--- src/rtl/pc_sequencer.sv ---
// pc_sequencer: fetch-stage program counter with IDLE/RUN/HALT control,
// stall-time pending-redirect latch and a retired-fetch counter.
// Optional trap vector compiled in with `define PC_TRAP_EN.
module pc_sequencer #(
   parameter int unsigned         NBITS       = 32,
   parameter logic [NBITS-1:0]    RESET_PC    = '0,
   parameter logic [NBITS-1:0]    TRAP_VECTOR = NBITS'(32'h0000_0080),
   parameter int unsigned         CNT_BITS    = 32
) (
   input  logic                i_clk,
   input  logic                i_reset,
   input  logic                i_Start,
   input  logic                i_Halt,
   input  logic                i_Stall,
   input  logic [1:0]          i_PCSrc,
   input  logic [NBITS-1:0]    i_SumadorBranch,
   input  logic [NBITS-1:0]    i_JumpAddr,
   input  logic [NBITS-1:0]    i_JumpReg,
`ifdef PC_TRAP_EN
   input  logic                i_Trap,
`endif
   output logic [NBITS-1:0]    o_PC,
   output logic [NBITS-1:0]    o_PC4,
   output logic                o_Flush,
   output logic                o_Running,
   output logic [CNT_BITS-1:0] o_FetchCount
);

   localparam logic [1:0] SRC_SEQ = 2'b00;
   localparam logic [1:0] SRC_BR  = 2'b01;
   localparam logic [1:0] SRC_JMP = 2'b10;

   typedef enum logic [1:0] {
      ST_IDLE = 2'b00,
      ST_RUN  = 2'b01,
      ST_HALT = 2'b10
   } state_t;

   state_t                state_q, state_d;
   logic [NBITS-1:0]      pc_q, pc_d;
   logic                  pend_valid_q, pend_valid_d;
   logic [NBITS-1:0]      pend_addr_q, pend_addr_d;
   logic [CNT_BITS-1:0]   cnt_q, cnt_d;
   logic                  flush_q, flush_d;

   logic                  trap_c;
   logic                  redirect_c;
   logic [NBITS-1:0]      target_c;
   logic [NBITS-1:0]      pc4_c;

   // Trap request is tied off when the trap feature is not built
`ifdef PC_TRAP_EN
   assign trap_c = i_Trap;
`else
   assign trap_c = 1'b0;
`endif

   assign redirect_c = (i_PCSrc != SRC_SEQ);
   assign pc4_c      = pc_q + NBITS'(4);

   // Redirect target selection from the PC source code
   always_comb begin
      target_c = i_JumpReg;
      case (i_PCSrc)
         SRC_BR:  target_c = i_SumadorBranch;
         SRC_JMP: target_c = i_JumpAddr;
         default: target_c = i_JumpReg;
      endcase
   end

   // Next-state, next-PC, pending latch and counter update
   always_comb begin
      state_d      = state_q;
      pc_d         = pc_q;
      pend_valid_d = pend_valid_q;
      pend_addr_d  = pend_addr_q;
      cnt_d        = cnt_q;
      flush_d      = 1'b0;
      case (state_q)
         ST_IDLE: begin
            if (i_Start) state_d = ST_RUN;
         end
         ST_RUN: begin
            if (trap_c) begin
               // Trap wins over stall and halt; a concurrent halt still stops after it
               pc_d         = TRAP_VECTOR;
               flush_d      = 1'b1;
               pend_valid_d = 1'b0;
               cnt_d        = cnt_q + CNT_BITS'(1);
               if (i_Halt) state_d = ST_HALT;
            end else if (i_Halt) begin
               state_d = ST_HALT;
            end else if (i_Stall) begin
               if (redirect_c) begin
                  pend_valid_d = 1'b1;
                  pend_addr_d  = target_c;
               end
            end else if (pend_valid_q) begin
               pc_d         = pend_addr_q;
               flush_d      = 1'b1;
               pend_valid_d = 1'b0;
               cnt_d        = cnt_q + CNT_BITS'(1);
            end else if (redirect_c) begin
               pc_d    = target_c;
               flush_d = 1'b1;
               cnt_d   = cnt_q + CNT_BITS'(1);
            end else begin
               pc_d  = pc4_c;
               cnt_d = cnt_q + CNT_BITS'(1);
            end
         end
         ST_HALT: begin
            state_d = ST_HALT;
         end
         default: begin
            state_d = ST_IDLE;
         end
      endcase
   end

   // State and datapath registers
   always_ff @(posedge i_clk or negedge i_reset) begin
      if (!i_reset) begin
         state_q      <= ST_IDLE;
         pc_q         <= RESET_PC;
         pend_valid_q <= 1'b0;
         pend_addr_q  <= '0;
         cnt_q        <= '0;
         flush_q      <= 1'b0;
      end else begin
         state_q      <= state_d;
         pc_q         <= pc_d;
         pend_valid_q <= pend_valid_d;
         pend_addr_q  <= pend_addr_d;
         cnt_q        <= cnt_d;
         flush_q      <= flush_d;
      end
   end

   assign o_PC         = pc_q;
   assign o_PC4        = pc4_c;
   assign o_Flush      = flush_q;
   assign o_Running    = (state_q == ST_RUN);
   assign o_FetchCount = cnt_q;

endmodule

--- config.mk ---
export PLATFORM = sky130hd
export DESIGN_NAME = pc_sequencer
export DESIGN_NICKNAME = d
export VERILOG_FILES = /design/src/rtl/pc_sequencer.sv
export SDC_FILE = /design/constraint.sdc
export NUM_CORES = 1
export LEC_CHECK = 0
export ABC_AREA = 1
export BUFFER_PORTS_ARGS = -buffer_cell sky130_fd_sc_hd__buf_2
export CORE_ASPECT_RATIO = 2
export CORE_UTILIZATION = 40
export DETAILED_ROUTE_END_ITERATION = 10
export HOLD_SLACK_MARGIN = 0.08
export PLACE_DENSITY = 0.67
export SLEW_MARGIN = 20
export SYNTH_ARGS = -nofsm -noshare
export SYNTH_HDL_FRONTEND = slang
export SYNTH_SLANG_ARGS = --single-unit
--- constraint.sdc ---
create_clock -name i_clk -period 1.8 [get_ports i_clk]
set_input_delay 0.54 -clock i_clk [delete_from_list [all_inputs] [get_ports i_clk]]
set_output_delay 0.54 -clock i_clk [all_outputs]
set_load 0.02 [all_outputs]
==> impl_metrics.toml, run 1 <==
[cts]
clockBufferDepth = 2
clk_pin_slew_ps = 70
cts_tree = "done"
cts.htree.levels = 3
numClockSinks = 100
clock_latency_ps = 360
holdBufCountCts = 0
cts_root_buffer = "clkbuf_16"
cts_made_buffers = 9

[timing]
worst_slack_ps = -595
max_freq_ghz = 0.418
finalHoldViolCount = 0
tightest_slew_ps = 421
skew_ps = 10.3
period_needed_ps = 2400
finalSetupViolations = 29
fin_crit_sh_pct = 133
maxSlewViolCount = 0
rsz0062_at_grt = "yes"
relSlewSlack_pct = 71.9

[synthesis]
async_reset_ff_share_pct = 100
synth-compound-area-share_pct = 12.5
ys.flop_type = "dfrtp_1"
syn_nets = 1050
synth_top_family_by_area = "simple AND/OR/NAND/NOR gates"
ys_seq_elements = 100
synthAdderAreaFrac_pct = 1.35
synth.area.mux_share_pct = 0
netlist_instances = 940
synth_xor_area_share_pct = 4.90
yosys_warnings = 0
syn_area_sq_um = 6510
synth_cell_type_count = 38
synth_enable_flop_cells = 0
synth-simple-area-share_pct = 35.7
avgSynthCellArea_sq_um = 6.93
synth-seq-area-share_pct = 38.4

[global_routing]
grtUsageTotal_pct = 26.7
antenna_found_initial = 1
grt_max_degree = 71
grt_pass1_vias = 7359
grt_overflow = 0
grt_pass1_wl_um = 35200

[critical_path]
cp-startpoint = "o_PC[2]"
slowest_delay_ps = 400
rr_startpoint = "o_PC[3]"
crit_type = "flop to output port"
cp-end-kind = "output port"
crit_arrival_ps = 1860
start_kind = "flop"
cpMaxStageDelayCell = "dfrtp_2"
crit_chain = "ha_4 > inv_4 > nor2_4 > nand2_4 > nor2_4 > buf_6 > xor2_2 > buf_6"
crit_fanout = 4
cp_data_required_time_ps = 1260

[drt]
wl_per_cell_um = 15.2
dr_total_vias = 7385
drt_iter0_drc = 220
drc_errors = 0
first_pass_iters = 4
antenna_left = 0
via_per_inst = 5.03
routed_wl_um = 22300

[floorplan]
ios = 201
die_x_um = 92.2
floorplan.initialDensity_pct = 41.1
die_h_um = 182
core_sq_um = 15900
row_count = 65
die-area_sq_um = 16800

[place]
dp.cells = 1418
port_buffers = 200
hpwlAfterDp_um = 16900
place_congestion = 0.937
post-place-ws_ps = -305

[power]
p_leak_nw = 5.02
power_density_nw_per_um2 = 1410
irDropWorstVdd_mv = 0.665

[run_status]
violations = "negative setup slack"
status = "finished, violations left"

[finish]
stdcell_count = 1469
fillers = 1426
layout.nets = 1373
drive_above_1_share_pct = 39.9
area_growth_pct = 52.1

[min_path]
worst_hold_path_type = "primary input to async pin"

[flow_run]
maxCapViolations = 0
[final cells by class]
class                   instances  area [sq um]  area share [%]
multi-input cells             724          4040            40.8
repair buffers                352          2500            25.3
inverters                      76           288            2.91
well taps                     201           251            2.54
clock inverters                 4          50.0           0.505
diodes                          1          2.50          0.0253
clock buffers                  11           243            2.45
flip-flops and latches        100          2530            25.5
[cells by family (layout without fill, tap and decap cells)]
group           Yosys count  after routing
simple gates            528            528
fa+ha+maj                 7              7
other cells               0              1
flops                   100            100
compound gates          156            156
xor+xnor                 33             33
buf+inv                 116            443
[synthesized netlist by cell type (10+ instances only)]
library cell / number / area, sq um
xor2_1: 18 / 158
clkbuf_1: 18 / 67.6
o21ai_0: 87 / 435
nand3_1: 56 / 280
xnor2_1: 11 / 96.3
dfrtp_1: 100 / 2500
buf_2: 19 / 95.1
inv_1: 73 / 274
nor2_1: 99 / 372
a21oi_1: 55 / 275
nand2_1: 306 / 1150
nand3b_1: 10 / 75.1
[per-stage QoR]
step | cell area [sq um] | total power, W | hold WS (ps) | util [%] | setup TNS (ps)
5_1_grt | 9900 | 0.0147 | 230 | 62.4 | -15650
2_1_floorplan | 6680 | 0.00721 | 244 | - | -1100
3_3_place_gp | 8750 | 0.0101 | 466 | 55.2 | -8140
3_5_place_dp | 8750 | 0.0102 | 473 | 55.2 | -10330
6_report | 9900 | 0.0140 | 198 | 62.4 | -13790
4_1_cts | 9570 | 0.0134 | 221 | 60.4 | -12450
[where the power goes]
group          total [W]  internal, W  switching [W]
registers        0.00374      0.00304       0.000698
clock network    0.00199      0.00111       0.000878
logic            0.00827      0.00386        0.00441
[worst max-delay path: cells and delay by family, from the launching register on]
family	cells	cell delay (ps)
adder cells (fa/ha/maj)	1	160
XOR/XNOR	1	170
flip-flops	1	400
AND/OR/NAND/NOR	3	450
buffers and inverters	3	320
[state kept, by name (all words and copies together), names as in the netlist]
register and cells:
o_PC 32, pend_valid_q 1, pend_addr_q 32, o_Flush 1, state_q 2, o_FetchCount 32
[cell usage in the layout (no fill, tap or decap), types with 7 or more instances in the layout]
cell       instances
nand2_1          274
or2_2              8
nor2_1            80
xor2_4             8
dfrtp_2           19
nor2_4            15
buf_2            171
nor3_1             7
clkbuf_16          9
buf_6             40
o21ai_0           83
buf_4            130
a21oi_1           53
nand2_4           10
inv_1             70
xor2_1            11
nand3_1           52
xnor2_1            7
buf_12            11
nand2_2           29
nor2_2            18
dfrtp_1           81
nand3b_1          10
[layer usage]
| metal | track usage (%) | vias up | routed length [um] |
|---|---|---|---|
| met5 | 0 | - | 0 |
| met4 | 18.8 | 0 | 1470 |
| met3 | 2.88 | 86 | 838 |
| met2 | 49.5 | 232 | 12200 |
| met1 | 27.4 | 3436 | 7860 |
| li1 | - | 3631 | - |
[path summary, 6_finish.rpt]
kind / end / slack (ps) / depth (start not counted)
max: o_PC4[12] / -600 / 8
min: o_FetchCount[7] / 200 / 2
max reg2reg: o_PC[20] / -480 / 17
min reg2reg: pend_addr_q[26] / 490 / 2
max in group asynchronous: o_PC[27] / 1230 / 2
min in group i_clk: pend_addr_q[26] / 490 / 2
[what timing repair did]
action	in CTS	in global routing
endpoints found under the hold margin	0	0
pin swaps	26	43
setup buffers	23	18
setup endpoints to repair	28	59
gates resized for setup	96	65
(Power assumes the default switching activity.)
==> inputs of run 2 (changes only) <==
BUFFER_PORTS_ARGS = -buffer_cell sky130_fd_sc_hd__buf_4   (was -buffer_cell sky130_fd_sc_hd__buf_2)
TNS_END_PERCENT = 20   (was unset)
==> run 2 against run 1 <==
- the flow still finishes with violations (negative setup slack)
- die area is the same
- non-clock buffer count is 28 lower
- total power shrank 4.8%
- final cell count shrank 1.9%
- clock skew is essentially flat
- combinational power shrank 6.2%
- setup slack improved by 56 ps
- hold slack lost 59 ps
- routed wire length shrank 2.5%
- largest cell class unchanged
==> impl_metrics.toml, run 2 (synthesized netlist as in run 1, its figures left out) <==
[run_status]
status = "finished, violations left"
violations = "negative setup slack"

[cts]
holdBufCountCts = 0
clock_latency_ps = 360
clockBufferDepth = 2
clk_pin_slew_ps = 70
cts.htree.levels = 3
cts_made_buffers = 9
cts_tree = "done"
numClockSinks = 100
cts_root_buffer = "clkbuf_16"

[drt]
via_per_inst = 5.05
first_pass_iters = 5
drt_iter0_drc = 319
routed_wl_um = 21800
drc_errors = 0
antenna_left = 0
dr_total_vias = 7274
wl_per_cell_um = 15.1

[critical_path]
crit_chain = "ha_4 > inv_4 > nor2_4 > nand2_4 > nor2_8 > nand3_2 > and2_4 > buf_6"
crit_type = "flop to output port"
start_kind = "flop"
slowest_delay_ps = 410
cp-end-kind = "output port"
cpMaxStageDelayCell = "dfrtp_2"
rr_startpoint = "o_PC[2]"
reg2reg_depth = 12
cp_data_required_time_ps = 1260
cp-startpoint = "o_PC[2]"
crit_fanout = 5
crit_arrival_ps = 1800
rrSetupSlack_ps = 70

[timing]
rsz0062_at_grt = "yes"
hold_ws_ps = 139
relSlewSlack_pct = 68.6
period_needed_ps = 2340
maxSlewViolCount = 0
max_freq_ghz = 0.428
tightest_slew_ps = 467
fin_crit_sh_pct = 130
finalHoldViolCount = 0
worst_slack_ps = -539
finalSetupViolations = 28
skew_ps = 9.93

[finish]
num_antenna_cells = 0
layout.nets = 1345
drive_above_1_share_pct = 36.9
area_growth_pct = 50.9
final_cell_mix = "291 x buf_4, 287 x nand2_1, 87 x o21ai_0"
layout_commonest_cell = "buf_4"
stdcell_count = 1441

[power]
p_leak_nw = 4.93
irDropWorstVdd_mv = 0.653
power_density_nw_per_um2 = 1360
p_total_w = 0.0133

[flow_run]
maxCapViolations = 0

[global_routing]
grt_overflow = 0
grt_pass1_vias = 7143
antenna_found_initial = 0
grt_max_degree = 66
grt_pass1_wl_um = 34900
grtUsageTotal_pct = 26.5

[floorplan]
floorplan.initialDensity_pct = 41.1
core_sq_um = 15900
die-area_sq_um = 16800
ios = 201
die_x_um = 92.2
die_h_um = 182
row_count = 65

[place]
hpwlAfterDp_um = 16900
port_buffers = 200
place_congestion = 0.912
dp.cells = 1411

[min_path]
worst_hold_path_type = "primary input to async pin"
## run 2: cell types whose count changed in the layout (fill, tap and decap cells not counted), moves of 5 or more
cell,change
dfrtp_1,+5
buf_4,+161
nand2_2,-7
xor2_2,+5
nand2_4,-6
nand2_1,+13
xor2_4,-6
buf_2,-171
buf_6,-17
dfrtp_2,-5
## run 2: final cells by class
type | instances | area, sq um
clock inverters | 7 | 56.3
multi-input cells | 724 | 3840
well taps | 201 | 251
flip-flops and latches | 100 | 2520
inverters | 76 | 288
fillers | 1475 | 6030
clock buffers | 9 | 225
repair buffers | 324 | 2640
## run 2: per-stage QoR
step	util (%)	area, sq um	TNS (ps)	worst slack (ps)
after floorplan	-	6590	-1160	-98.1
after detailed placement	57.6	9130	-5770	-205
after global placement	57.6	9130	-4390	-208
after CTS	60.9	9660	-12470	-526
final	62.0	9830	-11870	-539
after global routing	62.0	9830	-14410	-625
## run 2: path summary, 6_finish.rpt
path	end
worst min register to register	pend_addr_q[24]
min in group i_clk	pend_addr_q[24]
worst min-delay path	o_FetchCount[6]
worst max-delay path	o_PC4[26]
max in group asynchronous	o_PC[27]
worst max register to register	o_PC[26]
## run 2: layer usage
metal | routed length, um | GRT usage (%) | share of wire, % | vias up
met5 | 0 | 0 | 0 | -
met4 | 1190 | 15.4 | 5.5 | 0
met3 | 797 | 2.63 | 3.7 | 59
met2 | 12000 | 49.8 | 55 | 218
met1 | 7800 | 28.1 | 36 | 3406
li1 | - | - | - | 3591
## run 2: repair_timing
item,4_1_cts,5_1_grt
endpoints found under the setup margin,28,48
gates resized for setup,35,47
pin swaps,14,19
setup buffers,13,7
## run 2: worst max-delay path: cells and delay by family (launching register included)
kind	cells	cell delay (ps)
AND/OR/NAND/NOR	5	700
buffers and inverters	2	160
flip-flops	1	410
adder cells (fa/ha/maj)	1	160
## run 2: power breakdown
group,switching [W],internal (W)
Sequential,0.000634,0.00303
Combinational,0.00414,0.00362
Clock,0.000943,0.000959
Total,0.00571,0.00761
==> inputs of run 3 (changes only) <==
ABC_AREA = unset   (was 1)
CAP_MARGIN = 20   (was unset)
PLACE_DENSITY = 0.68   (was 0.67)
==> run 3 against run 2 <==
- the flow still finishes with violations (negative setup slack)
- combinational power decreased by 9.0%
- final cell count is 14% lower
- total power shrank 4.2%
- synthesized cell count shrank 27%
- critical path depth fell by 2
- hold slack improved by 340 ps
- via count fell by 6.5%
- sequential power hardly changed
- routed wire length increased by 0.28%
- critical endpoint is now o_PC4[15]
==> impl_metrics.toml, run 3 <==
[synthesis]
yosys-top-cells-count = "102 x nand2_1, 100 x dfrtp_1, 74 x o21ai_0"
syn_area_sq_um = 6010
yosys.area.top_type = "dfrtp_1"
synth_top_area_share_pct = 41.6
synth_area_leaders = "dfrtp_1 42%, nand2_1 6.4%, o21ai_0 6.2%, xnor2_1 5.2%, a22oi_1 3.5%"
yosys_warnings = 0
netlist_instances = 690
avgSynthCellArea_sq_um = 8.71
syn_nets = 800
ys.flop_type = "dfrtp_1"
synth_most_common_cell = "nand2_1"
ys_seq_elements = 100
async_reset_ff_share_pct = 100
synth-seq-area-share_pct = 41.6
synth_enable_flop_cells = 0
synth_cell_type_count = 61

[place]
dp.cells = 1202
placed_area_sq_um = 9130
post-place-ws_ps = -432
place_congestion = 0.869
hpwlAfterDp_um = 16000
port_buffers = 200

[drt]
drc_errors = 0
via_per_inst = 5.49
antenna_left = 0
wl_per_cell_um = 17.6
dr_total_vias = 6804
routed_wl_um = 21800
drt_iter0_drc = 332
first_pass_iters = 7

[global_routing]
grt_max_degree = 52
grtUsageTotal_pct = 28.0
grt_overflow = 0
grt_pass1_vias = 6717
antenna_found_initial = 0
grt_pass1_wl_um = 33100

[timing]
max_freq_ghz = 0.398
maxSlewViolCount = 0
period_needed_ps = 2510
hold_ws_ps = 479
fin_crit_sh_pct = 139
relSlewSlack_pct = 73.3
skew_ps = 7.74
finalHoldViolCount = 0
finalSetupViolations = 45
rsz0062_at_grt = "yes"
worst_slack_ps = -710
tightest_slew_ps = 397

[flow_run]
maxCapViolations = 0

[floorplan]
core_sq_um = 14700
die_x_um = 88.7
ios = 201
row_count = 63
die-area_sq_um = 15500
die_h_um = 175
floorplan.initialDensity_pct = 40.8

[finish]
layout.nets = 1150
finalInstanceArea_sq_um = 10300
num_antenna_cells = 0
layout_commonest_cell = "buf_4"
area_growth_pct = 72.2
final_core_util_pct = 70.2
drive_above_1_share_pct = 50.9
stdcell_count = 1240
final_cell_mix = "334 x buf_4, 96 x nand2_1, 85 x dfrtp_1"

[run_status]
status = "finished, violations left"
violations = "negative setup slack"

[cts]
cts_made_buffers = 9
cts_root_buffer = "clkbuf_16"
numClockSinks = 100
clockBufferDepth = 2
cts.htree.levels = 3
clock_latency_ps = 360
cts_tree = "done"
clk_pin_slew_ps = 70

[critical_path]
rr_startpoint = "o_PC[4]"
start_kind = "flop"
crit_type = "flop to output port"
crit_fanout = 4
reg2reg_depth = 7
cp-end-kind = "output port"
rrSetupSlack_ps = -330
cp_data_required_time_ps = 1260
r2r-end = "o_PC[27]"
crit_arrival_ps = 1970

[min_path]
worst_hold_path_type = "flop to flop"
whs_path_depth = 2
min_to = "pend_addr_q[7]"
hp-start = "pend_addr_q[7]"

[power]
irDropWorstVdd_mv = 0.615
power_density_nw_per_um2 = 1230
p_leak_nw = 5.03
-- run 3: final cells by class --
class	count	area [sq um]
fill	1108	4390
sequential	100	2520
clock inverter	5	57.6
tap	195	244
inverter	20	75.1
clock buffer	11	253
multi-input combinational	524	4020
timing repair buffer	385	3180
-- run 3: worst max-delay path by stage --
| stage | startpoint | to | slack, ps | depth (start not counted) |
|---|---|---|---|---|
| finish | o_PC[10] | o_PC4[15] | -710 | 6 |
| CTS | o_PC[9] | o_PC4[15] | -670 | 6 |
| floorplan | o_PC[13] | o_PC4[27] | -490 | 7 |
| global placement | i_PCSrc[0] | o_PC[11] | -420 | 9 |
| detailed placement | i_PCSrc[1] | o_PC[11] | -430 | 8 |
| global route | o_PC[10] | o_PC4[31] | -760 | 7 |
-- run 3: critical path, stage by stage (launching register included) --
cell and delay (ps):
dfrtp_2 390, nand3_2 130, buf_6 160, nor4_4 410
and3_4 270, xnor2_2 110, buf_4 160
-- run 3: through the flow --
step | power (W) | TNS [ps]
2_1_floorplan | 0.00674 | -18180
3_3_place_gp | 0.00968 | -17630
3_5_place_dp | 0.00980 | -18230
4_1_cts | 0.0122 | -15230
5_1_grt | 0.0134 | -20730
6_report | 0.0128 | -16860
-- run 3: kinds of logic after synthesis --
kind of cell,share of synthesized area (%)
simple gates,19.6
mux,2.04
buf+inv,4.41
compound gates,22.3
xor+xnor,8.60
fa+ha+maj,1.46
flops,41.6
-- run 3: routing by layer --
layer,vias to the layer above,routed length (um),part of all wire [%],GRT usage (%)
met5,-,0,0,0
met4,0,1250,5.7,16.2
met3,64,903,4.1,3.24
met2,259,12000,55,51.6
met1,3293,7700,35,29.4
li1,3188,-,-,-
-- run 3: repair_timing --
item | CTS | global route
pin swaps | 23 | 41
hold endpoints to repair | 15 | 0
hold buffers | 1 | 0
setup endpoints to repair | 87 | 101
resized for setup | 78 | 84
buffers inserted | 11 | 10
-- run 3: power by group --
part	internal, W	switching, W	total, W
Combinational	0.00340	0.00366	0.00706
Sequential	0.00303	0.000627	0.00365
Clock	0.00116	0.000886	0.00205
